<file path="src/rtl/inst_mem_ctrl_pkg.sv">
// Shared definitions for the instruction memory controller and the instruction memory array.
package inst_mem_ctrl_pkg;

  localparam int unsigned InstrAddrWidthDef = 16;
  localparam int unsigned InstrDataWidthDef = 16;
  localparam int unsigned InstrMemSizeDef   = 64;
  localparam int unsigned MaxWaitDef        = 4;

  // Addresses are zero-extended to this width before the unsigned range compare.
  localparam int unsigned RangeChkWidth = 32;

  typedef enum logic [1:0] {
    StIdle,
    StRead,
    StResp,
    StWrite
  } state_e;

  function automatic logic addr_in_range(input logic [RangeChkWidth-1:0] addr,
                                         input int unsigned size);
    return addr < RangeChkWidth'(size);
  endfunction

endpackage

</file>
<file path="src/rtl/inst_mem_prio.sv">
// Fetch/loader priority: loader wins by default, fetch wins once it has lost MAX_WAIT times.
module inst_mem_prio
  import inst_mem_ctrl_pkg::*;
#(
  parameter int unsigned MAX_WAIT = MaxWaitDef
) (
  input  logic clk,
  input  logic rst,
  input  logic accept,
  input  logic f_req,
  input  logic l_req,
  output logic f_win,
  output logic l_win
);

  localparam int unsigned CntWidth = $clog2(MAX_WAIT + 1);
  localparam logic [CntWidth-1:0] CntMax = CntWidth'(MAX_WAIT);

  logic [CntWidth-1:0] wait_cnt_q, wait_cnt_d;

  assign f_win = f_req && (!l_req || (wait_cnt_q == CntMax));
  assign l_win = l_req && !f_win;

  always_comb begin
    wait_cnt_d = wait_cnt_q;
    if (accept && f_win) begin
      wait_cnt_d = '0;
    end else if (accept && f_req && (wait_cnt_q != CntMax)) begin
      wait_cnt_d = wait_cnt_q + 1'b1;
    end
  end

  always_ff @(posedge clk or negedge rst) begin
    if (!rst) begin
      wait_cnt_q <= '0;
    end else begin
      wait_cnt_q <= wait_cnt_d;
    end
  end

endmodule

</file>
<file path="src/rtl/inst_mem_ctrl.sv">
// Arbiter and sequencer sharing the single-port instruction memory between fetch (reads)
// and the program loader (writes).
module inst_mem_ctrl
  import inst_mem_ctrl_pkg::*;
#(
  parameter int unsigned INSTR_ADDR_WIDTH     = InstrAddrWidthDef,
  parameter int unsigned INSTR_DATA_BIT_WIDTH = InstrDataWidthDef,
  parameter int unsigned INSTR_MEM_SIZE       = InstrMemSizeDef,
  parameter int unsigned MAX_WAIT             = MaxWaitDef
) (
  input  logic                            clk,
  input  logic                            rst,
  input  logic                            f_req,
  input  logic [INSTR_ADDR_WIDTH-1:0]     f_addr,
  output logic                            f_gnt,
  output logic                            f_valid,
  output logic [INSTR_DATA_BIT_WIDTH-1:0] f_data,
  output logic                            f_exc,
  input  logic                            l_req,
  input  logic [INSTR_ADDR_WIDTH-1:0]     l_addr,
  input  logic [INSTR_DATA_BIT_WIDTH-1:0] l_data,
  output logic                            l_gnt,
  output logic                            l_exc,
  output logic                            m_en,
  output logic                            m_we,
  output logic [INSTR_ADDR_WIDTH-1:0]     m_addr,
  output logic [INSTR_DATA_BIT_WIDTH-1:0] m_wdata,
  input  logic [INSTR_DATA_BIT_WIDTH-1:0] m_rdata,
  output logic                            busy
);

  state_e state_q, state_d;
  logic   accept, f_win, l_win, f_in, l_in;
  logic   rd_ok_q, rd_ok_d, l_exc_q, l_exc_d;
  logic   m_en_d, m_we_d;
  logic [INSTR_ADDR_WIDTH-1:0]     m_addr_d;
  logic [INSTR_DATA_BIT_WIDTH-1:0] m_wdata_d;

  // Grants are gated by rst so they drop immediately when reset asserts.
  assign accept = rst && (state_q != StRead);
  assign f_gnt  = accept && f_win;
  assign l_gnt  = accept && l_win;

  assign f_in = addr_in_range(RangeChkWidth'(f_addr), INSTR_MEM_SIZE);
  assign l_in = addr_in_range(RangeChkWidth'(l_addr), INSTR_MEM_SIZE);

  inst_mem_prio #(
    .MAX_WAIT(MAX_WAIT)
  ) u_prio (
    .clk   (clk),
    .rst   (rst),
    .accept(accept),
    .f_req (f_req),
    .l_req (l_req),
    .f_win (f_win),
    .l_win (l_win)
  );

  always_comb begin
    state_d   = StIdle;
    m_en_d    = 1'b0;
    m_we_d    = 1'b0;
    m_addr_d  = m_addr;
    m_wdata_d = m_wdata;
    rd_ok_d   = rd_ok_q;
    l_exc_d   = 1'b0;
    unique case (state_q)
      StRead: state_d = StResp;
      default: begin
        if (f_gnt) begin
          state_d  = StRead;
          m_addr_d = f_addr;
          m_en_d   = f_in;
          rd_ok_d  = f_in;
        end else if (l_gnt) begin
          state_d   = StWrite;
          m_addr_d  = l_addr;
          m_wdata_d = l_data;
          m_en_d    = l_in;
          m_we_d    = l_in;
          l_exc_d   = !l_in;
        end
      end
    endcase
  end

  always_ff @(posedge clk or negedge rst) begin
    if (!rst) begin
      state_q <= StIdle;
      m_en    <= 1'b0;
      m_we    <= 1'b0;
      m_addr  <= '0;
      m_wdata <= '0;
      rd_ok_q <= 1'b0;
      l_exc_q <= 1'b0;
    end else begin
      state_q <= state_d;
      m_en    <= m_en_d;
      m_we    <= m_we_d;
      m_addr  <= m_addr_d;
      m_wdata <= m_wdata_d;
      rd_ok_q <= rd_ok_d;
      l_exc_q <= l_exc_d;
    end
  end

  assign f_valid = (state_q == StResp);
  assign f_exc   = f_valid && !rd_ok_q;
  assign f_data  = (f_valid && rd_ok_q) ? m_rdata : '0;
  assign l_exc   = l_exc_q;
  assign busy    = (state_q != StIdle);

endmodule
</file>
<file path="config.mk">
export PLATFORM = sky130hd
export DESIGN_NAME = inst_mem_ctrl
export DESIGN_NICKNAME = d
export VERILOG_FILES = /design/src/rtl/inst_mem_ctrl_pkg.sv /design/src/rtl/inst_mem_prio.sv /design/src/rtl/inst_mem_ctrl.sv
export SDC_FILE = /design/constraint.sdc
export NUM_CORES = 1
export LEC_CHECK = 0
export CORE_ASPECT_RATIO = 0.7
export CORE_MARGIN = 2
export CORE_UTILIZATION = 39
export CTS_CLUSTER_DIAMETER = 80
export DETAILED_ROUTE_END_ITERATION = 10
export GPL_ROUTABILITY_DRIVEN = 0
export PLACE_DENSITY = 0.93
export SYNTH_ARGS = -nofsm -noshare
export SYNTH_HDL_FRONTEND = slang
export SYNTH_SLANG_ARGS = --single-unit
</file>
<file path="constraint.sdc">
create_clock -name clk -period 3.1 [get_ports clk]
set_clock_uncertainty 0.2 [all_clocks]
set_input_delay 0.465 -clock clk [delete_from_list [all_inputs] [get_ports clk]]
set_output_delay 0.465 -clock clk [all_outputs]
set_load 0.01 [all_outputs]
</file>
# Word level (Yosys, flattened, before mapping)
# Cells that the tools add are included.
# W data, S select, Z words.
# op_classes
n_lt_le_gt_ge,2
bitwise_logic,2
n_mux,16
addsub,1
n_reduce_logical,20
n_eq_ne,5
# op_table
op,count
$mux W16,3
$lt A16 B7 Y1 const B,2
$logic_and A1 B1 Y1,9
$mux W1,8
$mux W2,3
$mux W3,2
$reduce_bool A2 Y1,3
$logic_not A1 Y1,4
$reduce_and A2 Y1,2
$add A3 B1 Y3 const B,1
$eq A3 B3 Y1 const B,1
$ne A3 B3 Y1 const B,1
$reduce_and A3 Y1,1
$eq A2 B1 Y1 const B,1
$eq A2 B2 Y1 const B,1
$ne A2 B1 Y1 const B,1
$not A1 Y1,2
$logic_or A1 B1 Y1,1
# word_totals
elab_cells,54
register_bits,41

# Longest topological paths before layout
# depth
ltp_word,9
mapped_depth,7
depth_no_buf,6

# Hierarchy
# A second synthesis with hierarchy kept.
# unflattened
hier_cells,196
hier_area_um2,2158.3
# by_module_without_submodules
mod,seq_area_each_um2,instances,area_each_um2,cells_per_inst
inst_mem_ctrl,950.9,1,1936.9,176
inst_mem_prio,75.1,1,221.5,20

# Least setup slack after synthesis
# OpenSTA, ideal clock, no wires.
# synth_timing
path_type,register to output
startpoint,reg u_prio.wait_cnt_q[0]
endpoint,out l_gnt
path_stages_with_launch,7
arrival_ps,1361
n_path_buf,1
setup_slack_ps,1074
cell_sequence,dfrtp_1 inv_1 ha_1 and3_1 or3_4 inv_4 buf_6
# synth_between
elab_chain_cells,6
# synth_rtl
element,line_no,source
from (decl),inst_mem_prio.sv:19,"logic [CntWidth-1:0] wait_cnt_q, wait_cnt_d;"
from (signal assigned),inst_mem_prio.sv:37,wait_cnt_q <= wait_cnt_d;
$eq A3 B3 Y1,inst_mem_prio.sv:21,assign f_win = f_req && (!l_req || (wait_cnt_q == CntMax));
$logic_or A1 B1 Y1,inst_mem_prio.sv:21,
$logic_and A1 B1 Y1,inst_mem_prio.sv:21,
$logic_not A1 Y1,inst_mem_prio.sv:22,assign l_win = l_req && !f_win;
$logic_and A1 B1 Y1,inst_mem_prio.sv:22,
$logic_and A1 B1 Y1,inst_mem_ctrl.sv:42,assign l_gnt = accept && l_win;
to (decl),inst_mem_ctrl.sv:22,"output logic l_gnt,"
# Every way passes these cells.

# Worst setup path in the final report
# layout_timing
startpoint,in rst
endpoint,out l_gnt
# layout_between
elab_chain_cells,2
# layout_rtl
element,line_no,source
from (decl),inst_mem_ctrl.sv:12,"input logic rst,"
$logic_and A1 B1 Y1,inst_mem_ctrl.sv:40,assign accept = rst && (state_q != StRead);
$logic_and A1 B1 Y1,inst_mem_ctrl.sv:42,
# Every way passes these cells.

==> key figures <==
Outcome
  • Result of the run: completed

Floorplanning
  • Overall die height: 63.1 µm
  • Core ar.: 4780 µm²
  • Row count: 21
  • Effective utilization at floorplan: 0.407
  • X dimension of the die: 88.5 µm
  • Top-level port count: 124
  • Area enclosed by the die boundary: 5590 µm²

Timing
  • Final period util: 0.941
  • Max-slew violation count: 0
  • Maximum frequency from static timing analysis: 343 MHz
  • Least-Margin Pin Slew: 517 ps
  • Setup repair after global routing missed its margin: false
  • Hold Violations, Final: 0
  • Fin Setup TNS: 0 ps
  • Final critical-path setup slack: 183 ps
  • Worst slew slack as a fraction of its limit: 0.655
  • Total of endpoints with negative setup slack in the final report: 0
  • Min cycle time layout: 2920 ps

Global routing
  • Total congestion overflow after global routing: 0
  • First-pass GRT wire length: 9600 µm
  • Tot GR Track Use: 0.223
  • Antenna violations before repair: 0
  • Vias in the first global route: 1941
  • Largest net degree at the start of global routing: 40

Synth
  • Synth Flop Type: sky130_fd_sc_hd__dfrtp_1
  • Number of synthesized register bits: 41
  • Synth Warn #: 0
  • Net count after synthesis: 228
  • Post-synth ARST share: 1.00
  • Number of enable-type register cells in the synthesized netlist: 0
  • Sequential element share of the synthesized area: 0.527
  • Mean instance size in the synthesized netlist: 12.3 µm²
  • Cell area after technology mapping: 1950 µm²
  • Cell count after synthesis: 158
  • Library cells used by synthesis: 34

Clocking
  • CTS Root Cell: sky130_fd_sc_hd__clkbuf_8
  • Clock buffers created by TritonCTS: 5
  • Number of resized instances in the post-cts repair step: 0
  • Number of setup buffers added after CTS: 0
  • Worst-skew pair later-pin latency: 290 ps
  • TritonCTS clock tree: yes
  • Maximum level of the CTS H-tree: 2
  • Clock transition at the register clock pins on the worst setup and hold paths after CTS: 80 ps
  • Deepest clock path buffer count: 2
  • Sinks on Clock Net: 41

Critical path
  • Type of destination of the critical path: output pin
  • Setup slack, reg-to-reg: 930 ps
  • Startpoint types: primary input
  • Critical-path top delay cell: sky130_fd_sc_hd__dlygate4sd3_1
  • Required time of the critical path: 2430 ps
  • Combined buffer and inverter count along the critical path: 4
  • Top cell family by delay on the critical path: buffers and inverters
  • Data arrival, critical path: 2250 ps
  • Worst-path cell chain: dlygate4sd3_1 > buf_2 > nand2_1 > or3_4 > inv_4 > clkdlybuf4s50_1
  • Critical Path Max Stage Delay: 530 ps
  • Startpoint-to-endpoint class of the critical path: primary input to output pin
  • CP max FO: 5

Power
  • Comb pwr share: 0.387
  • Internal: 1.24 mW
  • Pwr/cell area: 530 nW/µm²
  • Share of total power consumed by net switching: 0.298
  • Relative contribution of the clock network to total power: 0.192
  • Worst supply voltage drop on vdd: 0.374 mV
  • Static Leak: 1.36 nW
  • Net switching power figure: 0.527 mW
  • Sequential share of power: 0.421

Final layout
  • End-of-flow core utilization: 0.698
  • Commonest non-fill, non-tap cells in the layout: sky130_fd_sc_hd__clkdlybuf4s50_1 (122), sky130_fd_sc_hd__dfrtp_1 (41), sky130_fd_sc_hd__and3_1 (17), sky130_fd_sc_hd__or4_1 (17)
  • Diode insertion count for antenna repair: 0
  • Layout cells sized above 1: 0.137
  • Synthesis-to-layout area growth: 71.4%
  • Most common cell after layout, fill and taps aside: sky130_fd_sc_hd__clkdlybuf4s50_1
  • Number of nets in the final layout: 354

Routing
  • Via count normalized by instance count: 5.32
  • Iteration-0 DRC Markers: 98
  • Number of detailed-routing iterations run before antenna repair: 6
  • Final routed DRC violation total: 0
  • Number of vias after detailed routing: 1883
  • Final wirelength: 6040 µm
  • Post-DR wirelength/cell: 17.1 µm
  • Antenna Nets Post-Route: 0

Min path
  • Type of the worst min-delay path: flip-flop to flip-flop

Run
  • Max-cap violations: 0

Place
  • Minimum setup slack after placement: 346 ps
  • Sum of net half-perimeters after detailed placement: 4620 µm
  • Input/output buffers: 123
==> metal layers <==
layer | vias to the layer above | part of all wire | GRT usage | routed length [µm]
li1 | 863 | - | - | -
met1 | 921 | 0.42 | 0.299 | 2530
met2 | 91 | 0.49 | 0.368 | 2990
met3 | 8 | 0.071 | 0.0498 | 430
met4 | 0 | 0.015 | 0.0511 | 93
met5 | - | 0 | 0 | 0
==> power by group through the flow <==
stage	combinational, mW	sequential (mW)	clock, mW
final	0.685	0.745	0.339
after global routing	0.737	0.763	0.374
after CTS	0.690	0.745	0.348
after detailed placement	0.688	0.754	0
after global placement	0.667	0.748	0
after floorplan	0.227	0.801	0
==> cells by family after synthesis <==
kind of cell             synth area share
AO/OA/AOI/OAI                       0.131
AND/OR/NAND/NOR                     0.190
flip-flops                          0.527
adder cells (fa/ha/maj)            0.0128
multiplexers                       0.0925
buffers and inverters              0.0469
==> worst paths after layout <==
path                                                   from                       to  depth (start not counted)
max                                                     rst                    l_gnt                          6
min                                 m_wdata[13]$_DFFE_PN0P_  m_wdata[13]$_DFFE_PN0P_                          1
max reg2reg                u_prio.wait_cnt_q[0]$_DFFE_PN0P_   m_wdata[5]$_DFFE_PN0P_                          7
min reg2reg                         m_wdata[13]$_DFFE_PN0P_  m_wdata[13]$_DFFE_PN0P_                          1
max in group asynchronous                               rst   m_addr[12]$_DFFE_PN0P_                          3
min in group asynchronous                               rst           m_en$_DFF_PN0_                          2
==> area by class of cell <==
cell class	instances	area (µm²)
Fill cell	373	1440
Timing Repair Buffer	131	1290
Sequential cell	41	1030
Multi-Input combinational cell	100	831
Tap cell	69	86.3
Clock buffer	5	68.8
Inverter	5	21.3
Clock inverter	3	17.5
==> flip-flops by register name, indices dropped and copies added, names as in the netlist <==
name,count
m_addr,16
m_wdata,16
u_prio.wait_cnt_q,3
state_q,2
l_exc,1
m_en,1
m_we,1
rd_ok_q,1
==> through the flow <==
| step | hold WS [ps] | instances | cell area [µm²] | power, mW |
|---|---|---|---|---|
| after floorplan | -30.6 | 158 | 1950 | 1.03 |
| after global placement | 81.1 | 345 | 3240 | 1.41 |
| after detailed placement | 80.1 | 345 | 3240 | 1.44 |
| after CTS | 298 | 354 | 3340 | 1.78 |
| after global routing | 318 | 354 | 3340 | 1.87 |
| final | 294 | 354 | 3340 | 1.77 |
==> Yosys cell counts, types with 2 or more instances <==
cell type | n | area, µm²
sky130_fd_sc_hd__and3_1 | 17 | 106
sky130_fd_sc_hd__mux2_1 | 8 | 90.1
sky130_fd_sc_hd__ha_1 | 2 | 25.0
sky130_fd_sc_hd__clkbuf_1 | 7 | 26.3
sky130_fd_sc_hd__inv_1 | 4 | 15.0
sky130_fd_sc_hd__buf_2 | 2 | 10.0
sky130_fd_sc_hd__nor4_1 | 3 | 18.8
sky130_fd_sc_hd__o221a_1 | 8 | 90.1
sky130_fd_sc_hd__or4_1 | 17 | 128
sky130_fd_sc_hd__or2_2 | 2 | 12.5
sky130_fd_sc_hd__nand2_1 | 4 | 15.0
sky130_fd_sc_hd__dfrtp_1 | 41 | 1030
sky130_fd_sc_hd__o31ai_1 | 2 | 15.0
sky130_fd_sc_hd__o221a_2 | 8 | 90.1
sky130_fd_sc_hd__buf_6 | 3 | 33.8
sky130_fd_sc_hd__o21ai_0 | 2 | 10.0
sky130_fd_sc_hd__nor2b_1 | 2 | 12.5
sky130_fd_sc_hd__mux2_2 | 8 | 90.1
sky130_fd_sc_hd__nor2_1 | 3 | 11.3
==> worst reg2reg max path: stages, from the launching register on <==
cell and delay, ps:
sky130_fd_sc_hd__dfrtp_1 400, sky130_fd_sc_hd__inv_1 60, sky130_fd_sc_hd__ha_1 220, sky130_fd_sc_hd__and3_1 170
sky130_fd_sc_hd__or3_4 360, sky130_fd_sc_hd__inv_4 60, sky130_fd_sc_hd__buf_4 230, sky130_fd_sc_hd__mux2_2 360
==> repair_timing <==
action | 4_1_cts | 5_1_grt
hold buffers | 1 | 0
hold endpoints to repair | 2 | 0
setup endpoints to repair | 0 | 0
No activity file was read; power rests on OpenSTA's default activity.
